File: config.mk
export PLATFORM = sky130hd
export DESIGN_NAME = account_server
export DESIGN_NICKNAME = d
export VERILOG_FILES = /design/src/rtl/account_server.sv
export SDC_FILE = /design/constraint.sdc
export NUM_CORES = 1
export LEC_CHECK = 0
export CAP_MARGIN = 10
export CORE_ASPECT_RATIO = 1.4
export CORE_UTILIZATION = 45
export DETAILED_ROUTE_END_ITERATION = 8
export PLACE_DENSITY_LB_ADDON = 0.05
export SLEW_MARGIN = 20
export SYNTH_ARGS = -nofsm -noshare
export SYNTH_HDL_FRONTEND = slang
export SYNTH_SLANG_ARGS = --single-unit
File: constraint.sdc
create_clock -name Clock -period 5.5 [get_ports Clock]
set_input_delay 1.65 -clock Clock [delete_from_list [all_inputs] [get_ports Clock]]
set_output_delay 1.65 -clock Clock [all_outputs]
set_load 0.005 [all_outputs]
File: src/rtl/account_server.sv
// Account server: 4-state request FSM over per-account balance/PIN tables, 3-cycle request-to-response.
// Optional macro ACCOUNT_SERVER_LOCKOUT_EN locks an account after 3 consecutive wrong PINs.
module account_server #(
  parameter int         NUM_ACCOUNTS = 10,
  parameter logic [4:0] INIT_BALANCE = 5'd20,
  parameter logic [3:0] PIN_BASE     = 4'd3
) (
  input  logic       Clock,
  input  logic       Clear_n,
  input  logic       ReqValid,
  output logic       ReqReady,
  input  logic [1:0] ReqOp,
  input  logic [3:0] ReqID,
  input  logic [3:0] ReqPassword,
  input  logic [4:0] ReqValue,
  output logic       RespValid,
  input  logic       RespReady,
  output logic [2:0] RespStatus,
  output logic [4:0] RespBalance
);

  typedef enum logic [1:0] {IDLE, LOOKUP, UPDATE, RESPOND} state_e;
  typedef enum logic [2:0] {
    ST_OK         = 3'd0,
    ST_ERR_ID     = 3'd1,
    ST_ERR_PASS   = 3'd2,
    ST_ERR_FUNDS  = 3'd3,
    ST_ERR_OVF    = 3'd4,
    ST_ERR_LOCKED = 3'd5
  } status_e;

  localparam logic [1:0] OP_BALANCE  = 2'b00;
  localparam logic [1:0] OP_WITHDRAW = 2'b01;
  localparam logic [1:0] OP_DEPOSIT  = 2'b10;
  localparam logic [1:0] OP_CHPIN    = 2'b11;

  state_e     state_q, state_d;
  logic [1:0] op_q;
  logic [3:0] id_q, pwd_q;
  logic [4:0] val_q;

  logic       id_ok_q, look_lock_q;
  logic [4:0] look_bal_q;
  logic [3:0] look_pin_q;

  logic [4:0] acct_bal_q [NUM_ACCOUNTS];
  logic [3:0] acct_pin_q [NUM_ACCOUNTS];

  status_e    resp_status_q;
  logic [4:0] resp_bal_q;

  logic       accept, id_ok_c, locked_c;
  status_e    upd_status;
  logic [4:0] upd_bal, resp_bal_c;
  logic [5:0] sum6;
  logic       wr_bal, wr_pin;

  assign ReqReady    = (state_q == IDLE);
  assign RespValid   = (state_q == RESPOND);
  assign RespStatus  = resp_status_q;
  assign RespBalance = resp_bal_q;

  assign accept  = ReqValid && (state_q == IDLE);
  assign id_ok_c = (int'(id_q) < NUM_ACCOUNTS);
  assign sum6    = {1'b0, look_bal_q} + {1'b0, val_q};

  always_ff @(posedge Clock or negedge Clear_n) begin
    if (!Clear_n) state_q <= IDLE;
    else          state_q <= state_d;
  end

  always_comb begin
    state_d = state_q;
    case (state_q)
      IDLE:    if (accept) state_d = LOOKUP;
      LOOKUP:  state_d = UPDATE;
      UPDATE:  state_d = RESPOND;
      RESPOND: if (RespReady) state_d = IDLE;
      default: state_d = IDLE;
    endcase
  end

  always_ff @(posedge Clock or negedge Clear_n) begin
    if (!Clear_n) begin
      op_q  <= '0;
      id_q  <= '0;
      pwd_q <= '0;
      val_q <= '0;
    end else if (accept) begin
      op_q  <= ReqOp;
      id_q  <= ReqID;
      pwd_q <= ReqPassword;
      val_q <= ReqValue;
    end
  end

  // Table reads are guarded by the ID check so an out-of-range ID never indexes the tables.
  always_ff @(posedge Clock or negedge Clear_n) begin
    if (!Clear_n) begin
      id_ok_q     <= 1'b0;
      look_lock_q <= 1'b0;
      look_bal_q  <= '0;
      look_pin_q  <= '0;
    end else if (state_q == LOOKUP) begin
      id_ok_q     <= id_ok_c;
      look_lock_q <= locked_c;
      look_bal_q  <= id_ok_c ? acct_bal_q[id_q] : 5'd0;
      look_pin_q  <= id_ok_c ? acct_pin_q[id_q] : 4'd0;
    end
  end

  always_comb begin
    upd_status = ST_OK;
    upd_bal    = look_bal_q;
    wr_bal     = 1'b0;
    wr_pin     = 1'b0;
    if (!id_ok_q)                 upd_status = ST_ERR_ID;
    else if (look_lock_q)         upd_status = ST_ERR_LOCKED;
    else if (pwd_q != look_pin_q) upd_status = ST_ERR_PASS;
    else begin
      case (op_q)
        OP_WITHDRAW: begin
          if (val_q > look_bal_q) upd_status = ST_ERR_FUNDS;
          else begin
            upd_bal = look_bal_q - val_q;
            wr_bal  = 1'b1;
          end
        end
        OP_DEPOSIT: begin
          if (sum6 > 6'd31) upd_status = ST_ERR_OVF;
          else begin
            upd_bal = sum6[4:0];
            wr_bal  = 1'b1;
          end
        end
        OP_CHPIN:   wr_pin = 1'b1;
        OP_BALANCE: upd_status = ST_OK;
        default:    upd_status = ST_OK;
      endcase
    end
    resp_bal_c = (upd_status == ST_OK || upd_status == ST_ERR_FUNDS ||
                  upd_status == ST_ERR_OVF) ? upd_bal : 5'd0;
  end

  always_ff @(posedge Clock or negedge Clear_n) begin
    if (!Clear_n) begin
      resp_status_q <= ST_OK;
      resp_bal_q    <= '0;
    end else if (state_q == UPDATE) begin
      resp_status_q <= upd_status;
      resp_bal_q    <= resp_bal_c;
    end
  end

  always_ff @(posedge Clock or negedge Clear_n) begin
    if (!Clear_n) begin
      for (int i = 0; i < NUM_ACCOUNTS; i++) begin
        acct_bal_q[i] <= INIT_BALANCE;
        acct_pin_q[i] <= PIN_BASE + 4'(i);
      end
    end else if (state_q == UPDATE) begin
      if (wr_bal) acct_bal_q[id_q] <= upd_bal;
      if (wr_pin) acct_pin_q[id_q] <= val_q[3:0];
    end
  end

`ifdef ACCOUNT_SERVER_LOCKOUT_EN
  logic [1:0]              fail_cnt_q [NUM_ACCOUNTS];
  logic [NUM_ACCOUNTS-1:0] lock_q;

  assign locked_c = id_ok_c && lock_q[id_q];

  // Third consecutive wrong PIN still reports ERR_PASS but locks the account for later requests.
  always_ff @(posedge Clock or negedge Clear_n) begin
    if (!Clear_n) begin
      lock_q <= '0;
      for (int i = 0; i < NUM_ACCOUNTS; i++) fail_cnt_q[i] <= 2'd0;
    end else if (state_q == UPDATE && id_ok_q) begin
      if (upd_status == ST_ERR_PASS) begin
        if (fail_cnt_q[id_q] == 2'd2) lock_q[id_q] <= 1'b1;
        if (fail_cnt_q[id_q] != 2'd3) fail_cnt_q[id_q] <= fail_cnt_q[id_q] + 2'd1;
      end else if (upd_status == ST_OK) begin
        fail_cnt_q[id_q] <= 2'd0;
      end
    end
  end
`else
  assign locked_c = 1'b0;
`endif

endmodule

Word-level counts from Yosys, hierarchy flattened

Cells that the tools add are included.

Flip-flop bits (word level): 125
Word-level logic and storage cells: 94

$add $sub $neg: 2
$lt $le $gt $ge: 5
Equal/unequal tests: 11
Mux-type cells: 36
Bitwise operators: 1
Reductions and logical operators: 9

Operator list:

| operator             | number |
|---|---|
| $bwmux W50           | 1 |
| $mux W5              | 9 |
| $bwmux W40           | 1 |
| $bmux W5 S4          | 1 |
| $demux W5 S4         | 1 |
| $bmux W4 S4          | 1 |
| $demux W4 S4         | 1 |
| $mux W4              | 4 |
| $pmux W5 S2          | 1 |
| $mux W3              | 3 |
| $eq A2 B2 Y1 const B | 4 |
| $pmux W2 S4          | 1 |
| $mux W1              | 7 |
| $add A5 B5 Y6        | 1 |
| $gt A6 B5 Y1 const B | 1 |
| $mux W2              | 3 |
| $pmux W3 S2          | 1 |
| $reduce_and A2 Y1    | 3 |
| $ge A5 B5 Y1 const B | 1 |
| $gt A5 B5 Y1         | 1 |
| $lt A5 B1 Y1 const B | 1 |
| $not A4 Y5           | 1 |
| $sub A5 B5 Y5        | 1 |
| $eq A2 B1 Y1 const B | 2 |
| 10 further kinds     | 13 |

Depth between registers and ports, before layout

Word-level depth: 10
Gate-level depth with buffers: 11
Mapped depth without buffers: 9

Least setup slack after synthesis

OpenSTA, ideal clock, no wires.

Kind: in2reg
Start point: input ReqValid
End point: register id_q[0]
Arrival time: 2522 ps
Data required time: 5375 ps
Setup slack: 2853 ps
Stages: 3
Path through: nand2_1 > clkbuf_1 > mux2_2

Cells in the longest elaborated chain, start to end: 1

Ends and longest elaborated chain:

| element              | RTL line | source |
|---|---|---|
| start, declared      | 10       | `input logic ReqValid,` |
| $logic_and A1 B1 Y1  | 63       | `assign accept = ReqValid && (state_q == IDLE);` |
| end signal, assigned | 91       | `id_q <= ReqID;` |
| end, declared        | 39       | `logic [3:0] id_q, pwd_q;` |

No other way between the ends.
A chain may end at the register's enable or synchronous reset.

Worst setup path after layout

Start point: register val_q[1]
End point: register acct_bal_q[47] (netlist name)

Cells in the longest elaborated chain, start to end: 7
Elaborated cells on any way between the ends: 16
Classes of those cells: 2 x add/sub; 2 x order compare; 11 x mux; 1 x reduce/logical

Ends and longest elaborated chain:

| element                                                | RTL line | source |
|---|---|---|
| start, declared                                        | 40       | `logic [4:0] val_q;` |
| start signal, assigned                                 | 93       | `val_q <= ReqValue;` |
| $add A5 B5 Y6                                          | 65       | `assign sum6 = {1'b0, look_bal_q} + {1'b0, val_q};` |
| $gt A6 B5 Y1                                           | 130      | `if (sum6 > 6'd31) upd_status = ST_ERR_OVF;` |
| $mux W5 / $mux W1 (equally long branches)              | 130      |  |
| $pmux W5 S2 / $pmux W1 S2 (equally long branches)      | 121      | `case (op_q)` |
| $mux W5 / $mux W1 (equally long branches)              | 119      | `else if (pwd_q != look_pin_q) upd_status = ST_ERR_PASS;` |
| $mux W5 / $mux W1 (equally long branches)              | 117      | `if (!id_ok_q) upd_status = ST_ERR_ID;` |
| $bwmux W50 / $reduce_and A2 Y1 (equally long branches) | n/a      |  |
| end signal, assigned by index                          | 162      | `if (wr_bal) acct_bal_q[id_q] <= upd_bal;` |
| end, declared                                          | 46       | `logic [4:0] acct_bal_q [NUM_ACCOUNTS];` |

Parallel ways exist; a longest one is shown, timed or not.

==> impl_metrics.json <==
{
  "dieArea_um2": 14800,
  "worstSetupPathType": "reg2reg",
  "r2r-start": "val_q[1]",
  "worst_pin_slew_ns": 1.06,
  "cellLeakagePower_nw": 3.08,
  "cts_root_buf": "clkbuf_16",
  "status": "finished clean",
  "finalClockSkew_ns": 0.00974,
  "synth_top_area_share_pct": 33.1,
  "finalSetupViolCount": 0,
  "synth.avg_cell_area_um2": 11.9,
  "wire_per_inst_um": 18.9,
  "crit_required_ns": 5.79,
  "overflow": 0,
  "postCtsSetupRepairBufs": 0,
  "layout_min_cycle_time_ns": 3.35,
  "antenna_left": 0,
  "layout_commonest_cell": "dfrtp_1",
  "max_slew_margin_pct": 29.0,
  "die_x_um": 103,
  "io_buffer_count": 28,
  "num_vias": 4231,
  "die_y_um": 143,
  "whs_ns": 0.462,
  "fin_crit_sh_pct": 60.9,
  "drtPass1Iterations": 8,
  "h-tree-depth": 4,
  "fmax_mhz": 299,
  "via_per_inst": 5.57,
  "maxSlewViolCount": 0,
  "postCtsHoldBufs": 0,
  "hold_viol_final": 0,
  "mostFrequentLayoutCells": "dfrtp_1 (85), nand2_1 (57), mux2_2 (57)",
  "holdCritPathClass": "reg2reg",
  "routabilityCongestion": 0.856,
  "std_cell_rows": 51,
  "finalCoreUtilization_pct": 53.4,
  "netlist_top_cells_area": "dfrtp_1 (33%), dfstp_2 (16%), mux2_2 (10%)",
  "cts_sinks": 125,
  "critPathCaptureType": "flop",
  "ctsResizeCount": 0,
  "hold_depth": 2,
  "cp_max_fo": 14,
  "yosysTopAreaCell": "dfrtp_1",
  "ys_ff_latch": 125,
  "rsz0062_at_grt": "no",
  "crit_arrival_ns": 3.64,
  "yosysSeqAreaShare_pct": 49.4,
  "finalSetupTns_ns": 0,
  "synth_area_um2": 6430,
  "final_area_um2": 7420,
  "diodes": 0,
  "hold_start": "acct_bal_q[32]",
  "synth_edf_count": 0,
  "clk_pin_slew_worst_paths_ns": 0.05,
  "cap_violations": 0,
  "clkLatencyLatePin_ns": 0.41,
  "yosys_most_used_dff": "dfrtp_1",
  "num-nets-final": 600,
  "drcViolationCount": 0,
  "layout-drive-gt1-share_pct": 30.8,
  "grt_pass1_vias": 4489,
  "core-area_um2": 13900,
  "r2r_cells": 8,
  "timing.rr.end": "acct_bal_q[47]",
  "synthesis.nets": 579,
  "clockBufferDepth": 2,
  "start_util_pct": 46.2,
  "ys_async_sr_fraction_pct": 100,
  "grt_pass1_wl_um": 23400,
  "drtIter0Drc": 146,
  "finalWirelength_um": 14300,
  "power_per_cell_area_nw_per_um2": 423,
  "grt_max_degree": 49,
  "ys_warn_count": 0,
  "placed_area_um2": 6820,
  "syn_inst": 541,
  "cts-buffers-inserted": 17,
  "startpoint_type": "flop",
  "r2r_slack_ns": 2.15,
  "antenna_found_initial": 0,
  "post-dp-hpwl_um": 10100,
  "min_to": "acct_bal_q[32]",
  "num-fill-cells": 1275,
  "area_growth_pct": 15.5,
  "pin_count": 29,
  "track_usage_pct": 21.7,
  "ir_worst_vdd_uv": 268,
  "yosys.cell_types.count": 67,
  "cts_tree": "built"
}
cell type report:
cell class	instances	area [um^2]	area share, %
Tap cell	185	231	3.12
Timing Repair Buffer	32	308	4.15
Clock buffer	24	522	7.03
Clock inverter	8	80.1	1.08
Sequential cell	125	3180	42.8
Multi-Input combinational cell	360	3010	40.5
Inverter	26	97.6	1.31
Yosys cell counts (5+ instances only):
library cell	count
ha_1	17
o22ai_1	9
o2bb2ai_1	5
buf_2	10
nand3_1	10
dfstp_2	40
nor3_1	6
mux2_2	57
nor2_1	20
mux2i_1	10
nand2_1	57
mux4_2	18
a221oi_1	9
o21ai_1	10
a21oi_1	6
nor2b_1	9
dfrtp_1	85
nand2b_1	8
clkbuf_1	12
o211ai_2	8
o21ai_0	41
inv_1	26
registers in the layout, indices dropped and copies added, names as in the netlist:
register / flops
id_q: 4
RespBalance: 5
state_q: 2
acct_bal_q: 50
look_pin_q: 4
pwd_q: 4
look_bal_q: 5
op_q: 2
id_ok_q: 1
val_q: 5
acct_pin_q: 40
RespStatus: 3
metrics by stage:
stage | total power, W | worst slack (ns) | std cells
final | 0.00314 | 2.15 | 760
after global routing | 0.00331 | 1.81 | 760
after CTS | 0.00318 | 2.14 | 760
after detailed placement | 0.00206 | 2.15 | 728
after global placement | 0.00205 | 2.23 | 728
after floorplan | 0.00181 | 2.85 | 541
how the worst max path moves through the flow:
stage	start	to	slack [ns]	cells past startpoint
6_report	val_q[1]	acct_bal_q[47]	2.15	8
4_1_cts	val_q[1]	acct_bal_q[47]	2.14	8
5_1_grt	val_q[1]	acct_bal_q[2]	1.81	8
2_1_floorplan	ReqValid	id_q[0]	2.85	3
3_5_place_dp	val_q[1]	acct_bal_q[47]	2.15	8
3_3_place_gp	val_q[2]	acct_bal_q[36]	2.23	8
worst max-delay path: stages (launching register included):
cell	delay (ns)
dfrtp_1	0.56
inv_1	0.18
ha_1	0.35
nor2b_1	0.15
o2111ai_1	0.32
a21boi_2	0.31
a32oi_1	0.28
a2bb2oi_1	0.85
o21ai_0	0.22
per-layer routing:
layer  routed length (um)  vias to the layer above  share of wire, %  GRT usage [%]
li1                     -                     2009                 -              -
met1                 6100                     2127                43           26.6
met4                  338                        0               2.4           9.49
met5                    0                        -                 0              0
met3                  351                       19               2.4           5.25
met2                 7540                       76                53           36.0
kinds of logic (layout without fill, tap and decap cells):
logic type               count (synthesis)  count (layout)  synth area share [%]
flip-flops                             125             125                  49.4
XOR/XNOR                                 5               5                 0.681
AO/OA/AOI/OAI                          118             118                  13.5
multiplexers                            87              87                  18.3
adder cells (fa/ha/maj)                 19              19                  3.93
buffers and inverters                   56              90                  3.87
AND/OR/NAND/NOR                        131             131                  10.3
power breakdown:
group,internal [W],switching (W)
sequential,0.00101,0.000149
clock,0.000706,0.000400
combinational,0.000355,0.000516
total,0.00207,0.00106
Note: power is estimated with default switching activity, not from simulation.
